===== src/rtl/timer_dev.sv =====
`default_nettype none
// ============================================================================
// Module      : timer_dev
// Description : Memory-mapped countdown timer that responds on the CPU
//               data-side bus. It holds three word registers and one
//               interrupt request line.
//                 addr 0 : CTRL   [0] EN, [2:1] MODE, [3] IM (others read 0)
//                 addr 1 : PRESET 32-bit reload value, read/write
//                 addr 2 : COUNT  32-bit down-counter, read-only
//                 addr 3 : reserved, reads 0
//               A four-state FSM (IDLE -> LOAD -> CNT -> INT) loads COUNT
//               from PRESET, counts it down to zero and raises irq_flag.
//               MODE 01 reloads automatically. Any other MODE is one-shot.
// Ports       : clk    - system clock, rising-edge active
//               reset  - asynchronous active-low reset
//               sel    - device select, qualifies we and rdata
//               addr   - word address within the device
//               we     - write strobe (only when sel=1)
//               be     - byte enables for writes
//               wdata  - store data
//               rdata  - combinational load data (0 when sel=0)
//               irq    - level interrupt request = irq_flag & CTRL.IM
// Revision    : 1.0 - initial release
// ============================================================================
module timer_dev (
    input  logic        clk,
    input  logic        reset,
    input  logic        sel,
    input  logic [1:0]  addr,
    input  logic        we,
    input  logic [3:0]  be,
    input  logic [31:0] wdata,
    output logic [31:0] rdata,
    output logic        irq
);

    localparam logic [1:0] c_ADDR_CTRL   = 2'd0;
    localparam logic [1:0] c_ADDR_PRESET = 2'd1;
    localparam logic [1:0] c_ADDR_COUNT  = 2'd2;

    localparam logic [1:0] c_ST_IDLE = 2'd0;
    localparam logic [1:0] c_ST_LOAD = 2'd1;
    localparam logic [1:0] c_ST_CNT  = 2'd2;
    localparam logic [1:0] c_ST_INT  = 2'd3;

    localparam logic [1:0] c_MODE_RELOAD = 2'b01;

    logic [1:0]  r_state;
    logic [1:0]  w_state_nxt;
    logic [3:0]  r_ctrl;
    logic [31:0] r_preset;
    logic [31:0] r_count;
    logic        r_irq_flag;

    logic        w_wr;
    logic        w_wr_ctrl;
    logic        w_wr_preset;
    logic        w_en_after_wr;
    logic        w_disable_wr;
    logic        w_load;
    logic        w_dec;
    logic        w_set_flag;
    logic        w_clr_flag_fsm;
    logic        w_clr_en;

    // ------------------------------------------------------------------------
    // Bus write decode
    // ------------------------------------------------------------------------
    assign w_wr        = sel & we;
    assign w_wr_ctrl   = w_wr & (addr == c_ADDR_CTRL);
    assign w_wr_preset = w_wr & (addr == c_ADDR_PRESET);

    // EN value after a CTRL write; lane 0 must be enabled for EN to change.
    assign w_en_after_wr = be[0] ? wdata[0] : r_ctrl[0];
    // A CTRL write that leaves EN=0 stops the timer on this very edge,
    // so COUNT is frozen at the value the CPU last saw.
    assign w_disable_wr  = w_wr_ctrl & ~w_en_after_wr;

    // ------------------------------------------------------------------------
    // FSM state register
    // ------------------------------------------------------------------------
    always_ff @(posedge clk or negedge reset) begin
        if (!reset) begin
            r_state <= c_ST_IDLE;
        end else begin
            r_state <= w_state_nxt;
        end
    end

    // ------------------------------------------------------------------------
    // FSM next-state and datapath controls
    // ------------------------------------------------------------------------
    always_comb begin
        w_state_nxt    = r_state;
        w_load         = 1'b0;
        w_dec          = 1'b0;
        w_set_flag     = 1'b0;
        w_clr_flag_fsm = 1'b0;
        w_clr_en       = 1'b0;

        case (r_state)
            c_ST_IDLE: begin
                if (r_ctrl[0]) begin
                    w_state_nxt = c_ST_LOAD;
                end
            end
            c_ST_LOAD: begin
                w_load      = 1'b1;
                w_state_nxt = c_ST_CNT;
            end
            c_ST_CNT: begin
                if (!r_ctrl[0]) begin
                    w_state_nxt = c_ST_IDLE;
                end else if (r_count == 32'd0) begin
                    w_state_nxt = c_ST_INT;
                    w_set_flag  = 1'b1;
                end else begin
                    w_dec = 1'b1;
                end
            end
            c_ST_INT: begin
                if (r_ctrl[2:1] == c_MODE_RELOAD) begin
                    // Clearing here turns the flag into a one-cycle pulse.
                    w_state_nxt    = c_ST_LOAD;
                    w_clr_flag_fsm = 1'b1;
                end else begin
                    w_state_nxt = c_ST_IDLE;
                    w_clr_en    = 1'b1;
                end
            end
            default: begin
                w_state_nxt = c_ST_IDLE;
            end
        endcase

        // CPU disable overrides the FSM: return to IDLE, COUNT untouched.
        // The flag set above is deliberately kept (set beats clear).
        if (w_disable_wr) begin
            w_state_nxt = c_ST_IDLE;
            w_load      = 1'b0;
            w_dec       = 1'b0;
        end
    end

    // ------------------------------------------------------------------------
    // CTRL register. The FSM's EN clear is applied first so that a CPU
    // write to lane 0 on the same edge takes precedence.
    // ------------------------------------------------------------------------
    always_ff @(posedge clk or negedge reset) begin
        if (!reset) begin
            r_ctrl <= 4'd0;
        end else begin
            if (w_clr_en) begin
                r_ctrl[0] <= 1'b0;
            end
            if (w_wr_ctrl && be[0]) begin
                r_ctrl <= wdata[3:0];
            end
        end
    end

    // ------------------------------------------------------------------------
    // PRESET register with per-byte enables
    // ------------------------------------------------------------------------
    always_ff @(posedge clk or negedge reset) begin
        if (!reset) begin
            r_preset <= 32'd0;
        end else if (w_wr_preset) begin
            for (int i = 0; i < 4; i++) begin
                if (be[i]) begin
                    r_preset[8*i +: 8] <= wdata[8*i +: 8];
                end
            end
        end
    end

    // ------------------------------------------------------------------------
    // COUNT register. It is only ever decremented from a nonzero value,
    // so it cannot wrap. Bus writes to it are ignored.
    // ------------------------------------------------------------------------
    always_ff @(posedge clk or negedge reset) begin
        if (!reset) begin
            r_count <= 32'd0;
        end else if (w_load) begin
            r_count <= r_preset;
        end else if (w_dec) begin
            r_count <= r_count - 32'd1;
        end
    end

    // ------------------------------------------------------------------------
    // Interrupt flag. Setting has priority over every clear source.
    // ------------------------------------------------------------------------
    always_ff @(posedge clk or negedge reset) begin
        if (!reset) begin
            r_irq_flag <= 1'b0;
        end else if (w_set_flag) begin
            r_irq_flag <= 1'b1;
        end else if (w_wr_ctrl || w_clr_flag_fsm) begin
            r_irq_flag <= 1'b0;
        end
    end

    assign irq = r_irq_flag & r_ctrl[3];

    // ------------------------------------------------------------------------
    // Combinational read mux
    // ------------------------------------------------------------------------
    always_comb begin
        rdata = 32'd0;
        if (sel) begin
            case (addr)
                c_ADDR_CTRL:   rdata = {28'd0, r_ctrl};
                c_ADDR_PRESET: rdata = r_preset;
                c_ADDR_COUNT:  rdata = r_count;
                default:       rdata = 32'd0;
            endcase
        end
    end

endmodule
`default_nettype wire


===== config.mk =====
export PLATFORM = sky130hd
export DESIGN_NAME = timer_dev
export DESIGN_NICKNAME = d
export VERILOG_FILES = /design/src/rtl/timer_dev.sv
export SDC_FILE = /design/constraint.sdc
export NUM_CORES = 1
export LEC_CHECK = 0
export ABC_CLOCK_PERIOD_IN_PS = 2400
export CORE_MARGIN = 2
export CORE_UTILIZATION = 50
export DETAILED_ROUTE_END_ITERATION = 12
export DONT_BUFFER_PORTS = 1
export GPL_TIMING_DRIVEN = 0
export PLACE_DENSITY = 0.66
export SLEW_MARGIN = 5
export SYNTH_ARGS = -nofsm -noshare
export SYNTH_HDL_FRONTEND = slang
export SYNTH_SLANG_ARGS = --single-unit

===== constraint.sdc =====
create_clock -name clk -period 2.4 [get_ports clk]
set_input_delay 0.48 -clock clk [delete_from_list [all_inputs] [get_ports clk]]
set_output_delay 0.48 -clock clk [all_outputs]
set_load 0.05 [all_outputs]

==> impl_metrics.toml, run 1 <==
[clock_tree]
cts_buffers = 9
root_buffer = "clkbuf_8"
insertion_delay_ps = 360
htreeDepth = 3
clockBufferDepth = 2
path_clk_slew_ps = 80
cts_tree = "built"
clock-sinks = 71

[grt]
grt_usage_pct = 28.5
overflow = 0
grt_max_degree = 72
antenna_found_initial = 0
grt_pass1_wl_mm = 19.4
grt_pass1_vias = 3567

[critical_path]
r2r_setup_slack_ps = -290
r2r_cells = 11
crit_type = "flop to flop"
worstSetupStartpoint = "r_count[1]"
worstPathMaxFanout = 5
cp.required_ps = 2650
setup.worst_path.end = "r_count[5]"
r2r-end = "r_count[5]"
cp-start-kind = "flop"
arrival_ps = 2940
cp-end-kind = "flop"
r2r_start = "r_count[1]"

[sta]
setup_viol_count_final = 31
fin_ws_ps = -287
max_freq_ghz = 0.372
whs_ps = 10.2
drv_slew = 0
hold_viol = 0
rsz0062_at_grt = "true"
worst_pin_slew_ps = 1030
fin_crit_ps = 2690
clock_skew_ps = 8.18
period_share_pct = 112
finalSetupTns_ps = -6660
slew_headroom_pct = 31.3

[place]
io_buffers = 0
post_dp_cell_area_sq_um = 4480
dp_hpwl_mm = 8.30
routabilityCongestion = 0.874
dp.cells = 532
dp_slack_ps = -510

[routing]
wl_per_cell_um = 22.9
first_pass_iters = 6
drc = 0
postRouteAntennaNets = 0
vias = 3910
finalWirelength_mm = 13.2
drtIter0Drc = 388
viasPerCell = 6.81

[outcome]
violations = "setup timing"
status = "complete, but fails checks"

[finish]
layout-drive-gt1-share_pct = 40.3
final_common_cell = "dfrtp_1"
syn_to_final_growth_pct = 28.7
fin_area_sq_um = 5370
utilization_pct = 66.0
finalNonFillerCells = 574
fillers = 632
nNetsFinal = 507
layout_common_cells = "dfrtp_1 (68), mux2_2 (36), nand2_1 (34)"
diodes = 0

[pwr]
ir_drop_uv = 477
power_mw = 5.87
leakage_nw = 2.21
p_per_area_nw_per_um2 = 1090

[floorplan]
initial_core_util_pct = 51.3
die_h_um = 95.3
dieArea_sq_um = 9090
boundaryPins = 75
die_x_um = 95.3
core_sq_um = 8130
row_count = 33

[logic_synthesis]
synth_area_sq_um = 4170
synthCells = 427
yosys_warnings = 0
synth-seq-cells = 71
ys_types = 54
synth_edf_count = 0
synthArstFlopShare_pct = 100
ys.flop_type = "dfrtp_1"
synth.yosys.seq_area_share_pct = 42.6
syn_avg_cell_area_sq_um = 9.77
syn_nets = 470

[min_path]
worstHoldPathType = "input port to asynchronous set/reset pin"

[run]
maxCapViolations = 0
==> what timing repair did <==
action / CTS / global route
resized for setup: 51 / 69
endpoints found under the hold margin: 71 / 0
cloned: 1 / 1
pin swaps: 6 / 18
setup endpoints to repair: 66 / 64
buffers inserted: 16 / 10
hold buffers: 1 / 0
==> critical path: stages (launching register included) <==
cell	delay (ps)
dfrtp_1	400
inv_2	100
ha_4	150
or4b_4	460
buf_4	160
buf_4	140
nor4_4	240
a31oi_4	160
buf_8	170
buf_4	140
a32o_1	240
a211o_1	220
==> report_power, final <==
part / switching, mW / total [mW] / internal, mW
sequential: 0.509 / 2.10 / 1.59
clock: 0.485 / 1.12 / 0.640
combinational: 1.53 / 2.65 / 1.12
==> flip-flops by register name, summed over array words and instances (netlist names) <==
register,count
r_count,32
r_preset,32
r_state,2
r_irq_flag,1
r_ctrl,4
==> layout make-up <==
| cell class | count | area (sq um) | share of cell area, % |
|---|---|---|---|
| Multi-Input combinational cell | 312 | 2700 | 50.3 |
| Sequential cell | 71 | 1780 | 33.2 |
| Timing Repair Buffer | 29 | 273 | 5.08 |
| Buffer | 32 | 215 | 4.01 |
| Clock buffer | 11 | 151 | 2.82 |
| Tap cell | 105 | 131 | 2.45 |
| Clock inverter | 5 | 80.1 | 1.49 |
| Inverter | 9 | 33.8 | 0.629 |
==> Yosys cell counts, types with 6 or more instances <==
| master | instances | area (sq um) |
|---|---|---|
| o311ai_0 | 8 | 70.1 |
| o21ai_0 | 14 | 70.1 |
| mux2i_1 | 8 | 80.1 |
| inv_1 | 9 | 33.8 |
| nor2_1 | 11 | 41.3 |
| and2_1 | 6 | 37.5 |
| or4_1 | 12 | 90.1 |
| nand2_1 | 35 | 131 |
| clkbuf_1 | 28 | 105 |
| nor3_1 | 11 | 55.1 |
| nor4_1 | 10 | 62.6 |
| a21oi_1 | 7 | 35.0 |
| a22oi_1 | 31 | 233 |
| nor2b_1 | 31 | 194 |
| dfrtp_1 | 71 | 1780 |
| a21o_1 | 6 | 45.0 |
| a32oi_1 | 8 | 70.1 |
| mux2_2 | 36 | 405 |
| nand3_1 | 17 | 85.1 |
==> cells by family after synthesis <==
kind of cell | synth area share [%]
AND/OR/NAND/NOR | 20.4
AO/OA/AOI/OAI | 20.0
flip-flops | 42.6
buffers and inverters | 4.47
multiplexers | 11.6
XOR/XNOR | 0.630
adder cells (fa/ha/maj) | 0.300
==> metal layers <==
layer	part of all wire [%]	track usage [%]
met2	47	44.5
met5	0	0
met4	3.2	7.61
met1	41	39.0
met3	8.4	8.06
==> worst min path at each step <==
stage,startpoint,endpoint,slack [ps],cells after the start
CTS,reset,r_count[11],20,1
global placement,reset,r_preset[1],190,0
floorplan,reset,r_count[0],180,0
detailed placement,reset,r_ctrl[1],190,0
global route,reset,r_preset[28],20,1
finish,reset,r_count[24],10,1
(Power assumes the default switching activity.)
==> run 2, diff against run 1 <==
--- a/config.mk
+++ b/config.mk
@@ -5,13 +5,13 @@
 export SDC_FILE = /design/constraint.sdc
 export NUM_CORES = 1
 export LEC_CHECK = 0
-export ABC_CLOCK_PERIOD_IN_PS = 2400
+export ABC_CLOCK_PERIOD_IN_PS = 3480
 export CORE_MARGIN = 2
 export CORE_UTILIZATION = 50
 export DETAILED_ROUTE_END_ITERATION = 12
 export DONT_BUFFER_PORTS = 1
 export GPL_TIMING_DRIVEN = 0
-export PLACE_DENSITY = 0.66
+export PLACE_DENSITY = 0.63
 export SLEW_MARGIN = 5
 export SYNTH_ARGS = -nofsm -noshare
 export SYNTH_HDL_FRONTEND = slang
==> constraint.sdc (replaced) <==
create_clock -name clk -period 3.48 [get_ports clk]
set_input_delay 0.696 -clock clk [delete_from_list [all_inputs] [get_ports clk]]
set_output_delay 0.696 -clock clk [all_outputs]
set_load 0.05 [all_outputs]
==> run 2 against run 1 <==
The flow now finishes without violations. Sequential power down 33%. Clock skew up 3.1 ps. Die area did not move. Clock-buffer cell count increased by 1. Clock power shrank 46%. Final area down 15%. Combinational power shrank 49%. Utilization fell by 9.6 points. Worst hold slack better by 16 ps. Wire length down 12%.
==> impl_metrics.toml, run 2 (synthesized netlist as in run 1, its figures left out) <==
[outcome]
status = "finished clean"

[critical_path]
crit_type = "input port to output pin"
arrival_ps = 2590
cp.required_ps = 2780
r2r_setup_slack_ps = 310
cp-start-kind = "input port"
worstPathMaxFanout = 10
cp-end-kind = "output pin"

[routing]
drc = 0
drtIter0Drc = 262
viasPerCell = 6.67
postRouteAntennaNets = 0
wl_per_cell_um = 21.1
finalWirelength_mm = 11.5
vias = 3634
first_pass_iters = 5

[floorplan]
boundaryPins = 75
die_h_um = 95.3
initial_core_util_pct = 51.3
dieArea_sq_um = 9090
core_sq_um = 8130
row_count = 33
die_x_um = 95.3

[sta]
whs_ps = 26.3
clock_skew_ps = 11.3
hold_viol = 0
worst_pin_slew_ps = 1300
period_share_pct = 94.4
finalSetupTns_ps = 0
drv_slew = 0
fin_ws_ps = 193
slew_headroom_pct = 12.8
setup_viol_count_final = 0
max_freq_ghz = 0.304
fin_crit_ps = 3290
rsz0062_at_grt = "false"

[finish]
diodes = 0
fillers = 728
nNetsFinal = 481
final_common_cell = "dfrtp_1"
layout-drive-gt1-share_pct = 19.5
syn_to_final_growth_pct = 9.87
layout_common_cells = "dfrtp_1 (71), mux2_2 (36), nand2_1 (35)"
reg.largest.list = "r_count: 32 flops, r_preset: 32 flops, r_ctrl: 4 flops"
finalNonFillerCells = 545

[pwr]
ir_drop_uv = 295
leakage_nw = 1.81
p_per_area_nw_per_um2 = 730

[clock_tree]
insertion_delay_ps = 350
cts_setup_buffers = 0
path_clk_slew_ps = 80
clockBufferDepth = 2
cts_tree = "built"
htreeDepth = 3
clock-sinks = 71
cts-hold-fix-buffers = 0
root_buffer = "clkbuf_8"
cts_resized = 21
cts_buffers = 9

[place]
dp_slack_ps = -335
dp_hpwl_mm = 7.97
dp.cells = 532
io_buffers = 0
routabilityCongestion = 0.864

[grt]
grt_max_degree = 72
overflow = 0
grt_usage_pct = 26.3
grt_pass1_vias = 3445
grt_pass1_wl_mm = 18.1
antenna_found_initial = 0

[run]
maxCapViolations = 0

[min_path]
worstHoldPathType = "input port to asynchronous set/reset pin"
## run 2: cell types whose count changed in the layout (fill, tap and decap cells not counted), sizes merged
cell / change
clkinvlp: -2
clkbuf: +8
bufinv: -2
buf: -33
## run 2: worst max-delay path, stage by stage
cell and delay (ps):
clkbuf_1 200, nor2b_1 150, clkbuf_1 230, clkbuf_1 430
a22oi_1 120, nor2b_1 750
## run 2: metrics by stage
| stage | util, % | cell area, sq um | total power [mW] |
|---|---|---|---|
| after global routing | 56.3 | 4580 | 3.56 |
| after detailed placement | 52.9 | 4300 | 2.70 |
| after floorplan | - | 4170 | 2.35 |
| final | 56.3 | 4580 | 3.34 |
| after CTS | 55.6 | 4520 | 3.31 |
| after global placement | 52.9 | 4300 | 2.66 |
## run 2: final timing paths
check	from	to	cells after the start
worst max register to register	r_count[0]	r_count[4]	9
worst min-delay path	reset	r_ctrl[3]	0
worst max-delay path	addr[1]	rdata[7]	6
min in group clk	wdata[3]	r_ctrl[3]	1
max in group asynchronous	reset	r_count[24]	0
worst min register to register	r_preset[21]	r_count[21]	2
## run 2: cell type report
| cell class | instances | area, sq um | area share, % |
|---|---|---|---|
| Sequential cell | 71 | 1780 | 38.8 |
| Buffer | 35 | 155 | 3.39 |
| Clock inverter | 1 | 5.00 | 0.109 |
| Clock buffer | 12 | 165 | 3.60 |
| Multi-Input combinational cell | 312 | 2320 | 50.5 |
| Tap cell | 105 | 131 | 2.87 |
| Inverter | 9 | 33.8 | 0.737 |
## run 2: where the power goes
part,leakage (nW),total (mW),switching (mW),internal (mW)
combinational,0.827,1.35,0.832,0.513
clock,0.0902,0.602,0.298,0.304
sequential,0.890,1.40,0.300,1.10
total,1.81,3.34,1.43,1.91
## run 2: layer usage
metal | global-route usage, % | part of all wire (%) | vias to the layer above
met5 | 0 | 0 | -
met4 | 9.18 | 1.6 | 0
met3 | 4.19 | 6.4 | 16
met2 | 41.7 | 48 | 158
met1 | 36.6 | 44 | 1817
li1 | - | - | 1643
==> run 3, diff against run 2 <==
--- a/config.mk
+++ b/config.mk
@@ -5,8 +5,9 @@
 export SDC_FILE = /design/constraint.sdc
 export NUM_CORES = 1
 export LEC_CHECK = 0
+export ABC_AREA = 1
 export ABC_CLOCK_PERIOD_IN_PS = 3480
-export CORE_MARGIN = 2
+export CORE_MARGIN = 1.5
 export CORE_UTILIZATION = 50
 export DETAILED_ROUTE_END_ITERATION = 12
 export DONT_BUFFER_PORTS = 1
==> run 3 against run 2 <==
Setup slack gained 160 ps. Non-clock buffer count is 14 lower. Wire length is 8.1% higher. Via count is 16% higher. Combinational power rose by 29%. Clock skew up 1.1 ps. Sequential cell count did not move. Clock power increased by 9.8%.
==> impl_metrics.toml, run 3 <==
[outcome]
status = "finished clean"

[grt]
overflow = 0
grt_pass1_wl_mm = 20.3
grt_max_degree = 72
antenna_found_initial = 0
grt_usage_pct = 26.8
grt_pass1_vias = 3966

[critical_path]
cp_slowest_stage_delay_ps = 900
worstPathCellList = "inv_1 -> nor2_2 -> clkbuf_1 -> nand2_1 -> a21oi_1"
arrival_ps = 2430
worstPathMaxFanout = 10
cpMaxStageDelayCell = "a21oi_1"
cp-end-kind = "output pin"
worstSetupStartpoint = "addr[0]"
cp-start-kind = "input port"
crit_type = "input port to output pin"
crit_family = "compound AO/OA/AOI/OAI gates"
r2r_start = "r_count[0]"
cp.required_ps = 2780
critical_path_buf_inv_count = 2

[place]
dp.cells = 754
io_buffers = 0
dp_slack_ps = 360
routabilityCongestion = 0.925
post_dp_cell_area_sq_um = 4670
dp_hpwl_mm = 9.45

[finish]
diodes = 0
seqCellArea_sq_um = 1780
reg.largest.list = "r_count: 32 flops, r_preset: 32 flops, r_ctrl: 4 flops"
fillers = 852
multi_input_area_sq_um = 2430
finalNonFillerCells = 769
layout_common_cells = "nand2_1 (231), nand3_1 (73), dfrtp_1 (71)"
fin_area_sq_um = 4860
final_common_cell = "nand2_1"
layout-drive-gt1-share_pct = 12.0
syn_to_final_growth_pct = 7.09
utilization_pct = 55.4
nNetsFinal = 700

[sta]
fin_crit_ps = 3120
worst_pin_slew_ps = 1120
drv_slew = 0
rsz0062_at_grt = "false"
fin_ws_ps = 357
slew_headroom_pct = 25.4
whs_ps = 15.0
hold_viol = 0
max_freq_ghz = 0.320
finalSetupTns_ps = 0
setup_viol_count_final = 0
clock_skew_ps = 12.4
period_share_pct = 89.7

[pwr]
p_seq_share_pct = 37.1
p_per_area_nw_per_um2 = 785
clockPowerShare_pct = 17.3
p_int_mw = 1.98
p_comb_share_pct = 45.6
ir_drop_uv = 305
leakage_nw = 2.28
switchingPower_mw = 1.84
swShare_pct = 48.2
power_mw = 3.81

[routing]
vias = 4204
viasPerCell = 5.47
wl_per_cell_um = 16.2
drtIter0Drc = 290
postRouteAntennaNets = 0
finalWirelength_mm = 12.5
topRoutingLayerUsed = "met4"
wl_met3_um = 605
wl_met2_mm = 5.64
met1_length_mm = 6.04
drc = 0
first_pass_iters = 5

[clock_tree]
clockBufferDepth = 2
htreeDepth = 3
cts_tree = "built"
cts_resized = 0
cts-hold-fix-buffers = 0
root_buffer = "clkbuf_8"
cts_buffers = 9
cts_setup_buffers = 0
path_clk_slew_ps = 90
insertion_delay_ps = 360
clock-sinks = 71

[floorplan]
row_count = 34
die_x_um = 98.3
dieArea_sq_um = 9650
boundaryPins = 75
initial_core_util_pct = 51.8
die_h_um = 98.3
core_sq_um = 8760

[logic_synthesis]
synth_top_cell_by_area = "dfrtp_1"
synthCells = 646
ys.flop_type = "dfrtp_1"
synth.yosys.seq_area_share_pct = 39.2
synth_edf_count = 0
synthArstFlopShare_pct = 100
post-synth-top-count-cell = "nand2_1"
synth_area_leaders = "dfrtp_1 (39%), nand2_1 (19%), nand3_1 (8.1%)"
yosysTopAreaCellShare_pct = 39.2
ys_types = 31
yosys_warnings = 0
syn_nets = 689
synth_area_sq_um = 4540
syn_avg_cell_area_sq_um = 7.02
yosys-top-cells-count = "nand2_1 (231), nand3_1 (73), dfrtp_1 (71)"
synth-seq-cells = 71

[run]
maxCapViolations = 0

[min_path]
worstHoldPathType = "input port to asynchronous set/reset pin"
[run 3: changes by cell type in the layout (fill, tap and decap cells not counted), moves of 12 or more]
cell | previous run | this run
inv_1 | 9 | 46
nor2b_2 | 13 | 0
o21ai_0 | 14 | 26
a22oi_1 | 31 | 0
nand2_1 | 35 | 231
a21oi_1 | 7 | 29
clkbuf_1 | 26 | 8
or4_1 | 12 | 0
nand3_1 | 17 | 73
nor2_1 | 11 | 67
[run 3: worst register-to-register path, delay by kind of cell, from the launching register on]
kind          cells  cell delay [ps]
fa+ha+maj         1              330
buf+inv           1              130
flops             1              380
simple gates      7             1170
[run 3: power groups by stage]
stage	logic, mW	clock network (mW)	registers (mW)
after CTS	1.73	0.668	1.41
after floorplan	1.38	0	1.32
after global routing	1.97	0.697	1.46
after detailed placement	1.73	0	1.42
after global placement	1.70	0	1.42
final	1.74	0.661	1.41
[run 3: kinds of logic (layout without fill, tap and decap cells)]
logic type | count (synthesis) | in the layout | share of synthesized area, %
AND/OR/NAND/NOR | 401 | 401 | 37.9
multiplexers | 27 | 27 | 6.70
XOR/XNOR | 10 | 10 | 1.93
flip-flops | 71 | 71 | 39.2
buffers and inverters | 76 | 91 | 7.25
AO/OA/AOI/OAI | 60 | 60 | 6.78
adder cells (fa/ha/maj) | 1 | 1 | 0.276
[run 3: layout make-up]
cell class | count | area share (%)
plain buffers | 21 | 2.52
inverters | 55 | 4.25
clock buffers | 9 | 2.55
clock inverters | 6 | 1.29
well taps | 108 | 2.78
multi-input cells | 499 | 50.0
flip-flops and latches | 71 | 36.6
[run 3: worst paths after layout]
kind | endpoint | slack [ps] | cells past startpoint
max | rdata[31] | 360 | 5
min | r_preset[0] | 10 | 0
max reg2reg | r_count[9] | 1360 | 9
max in group asynchronous | r_count[14] | 3340 | 0
min in group clk | r_preset[4] | 480 | 1
min reg2reg | r_preset[2] | 500 | 2
[run 3: layer usage]
metal,vias to the layer above,global-route usage (%)
met2,127,41.1
met5,-,0
li1,2091,-
met3,21,4.65
met1,1965,39.3
met4,0,7.04
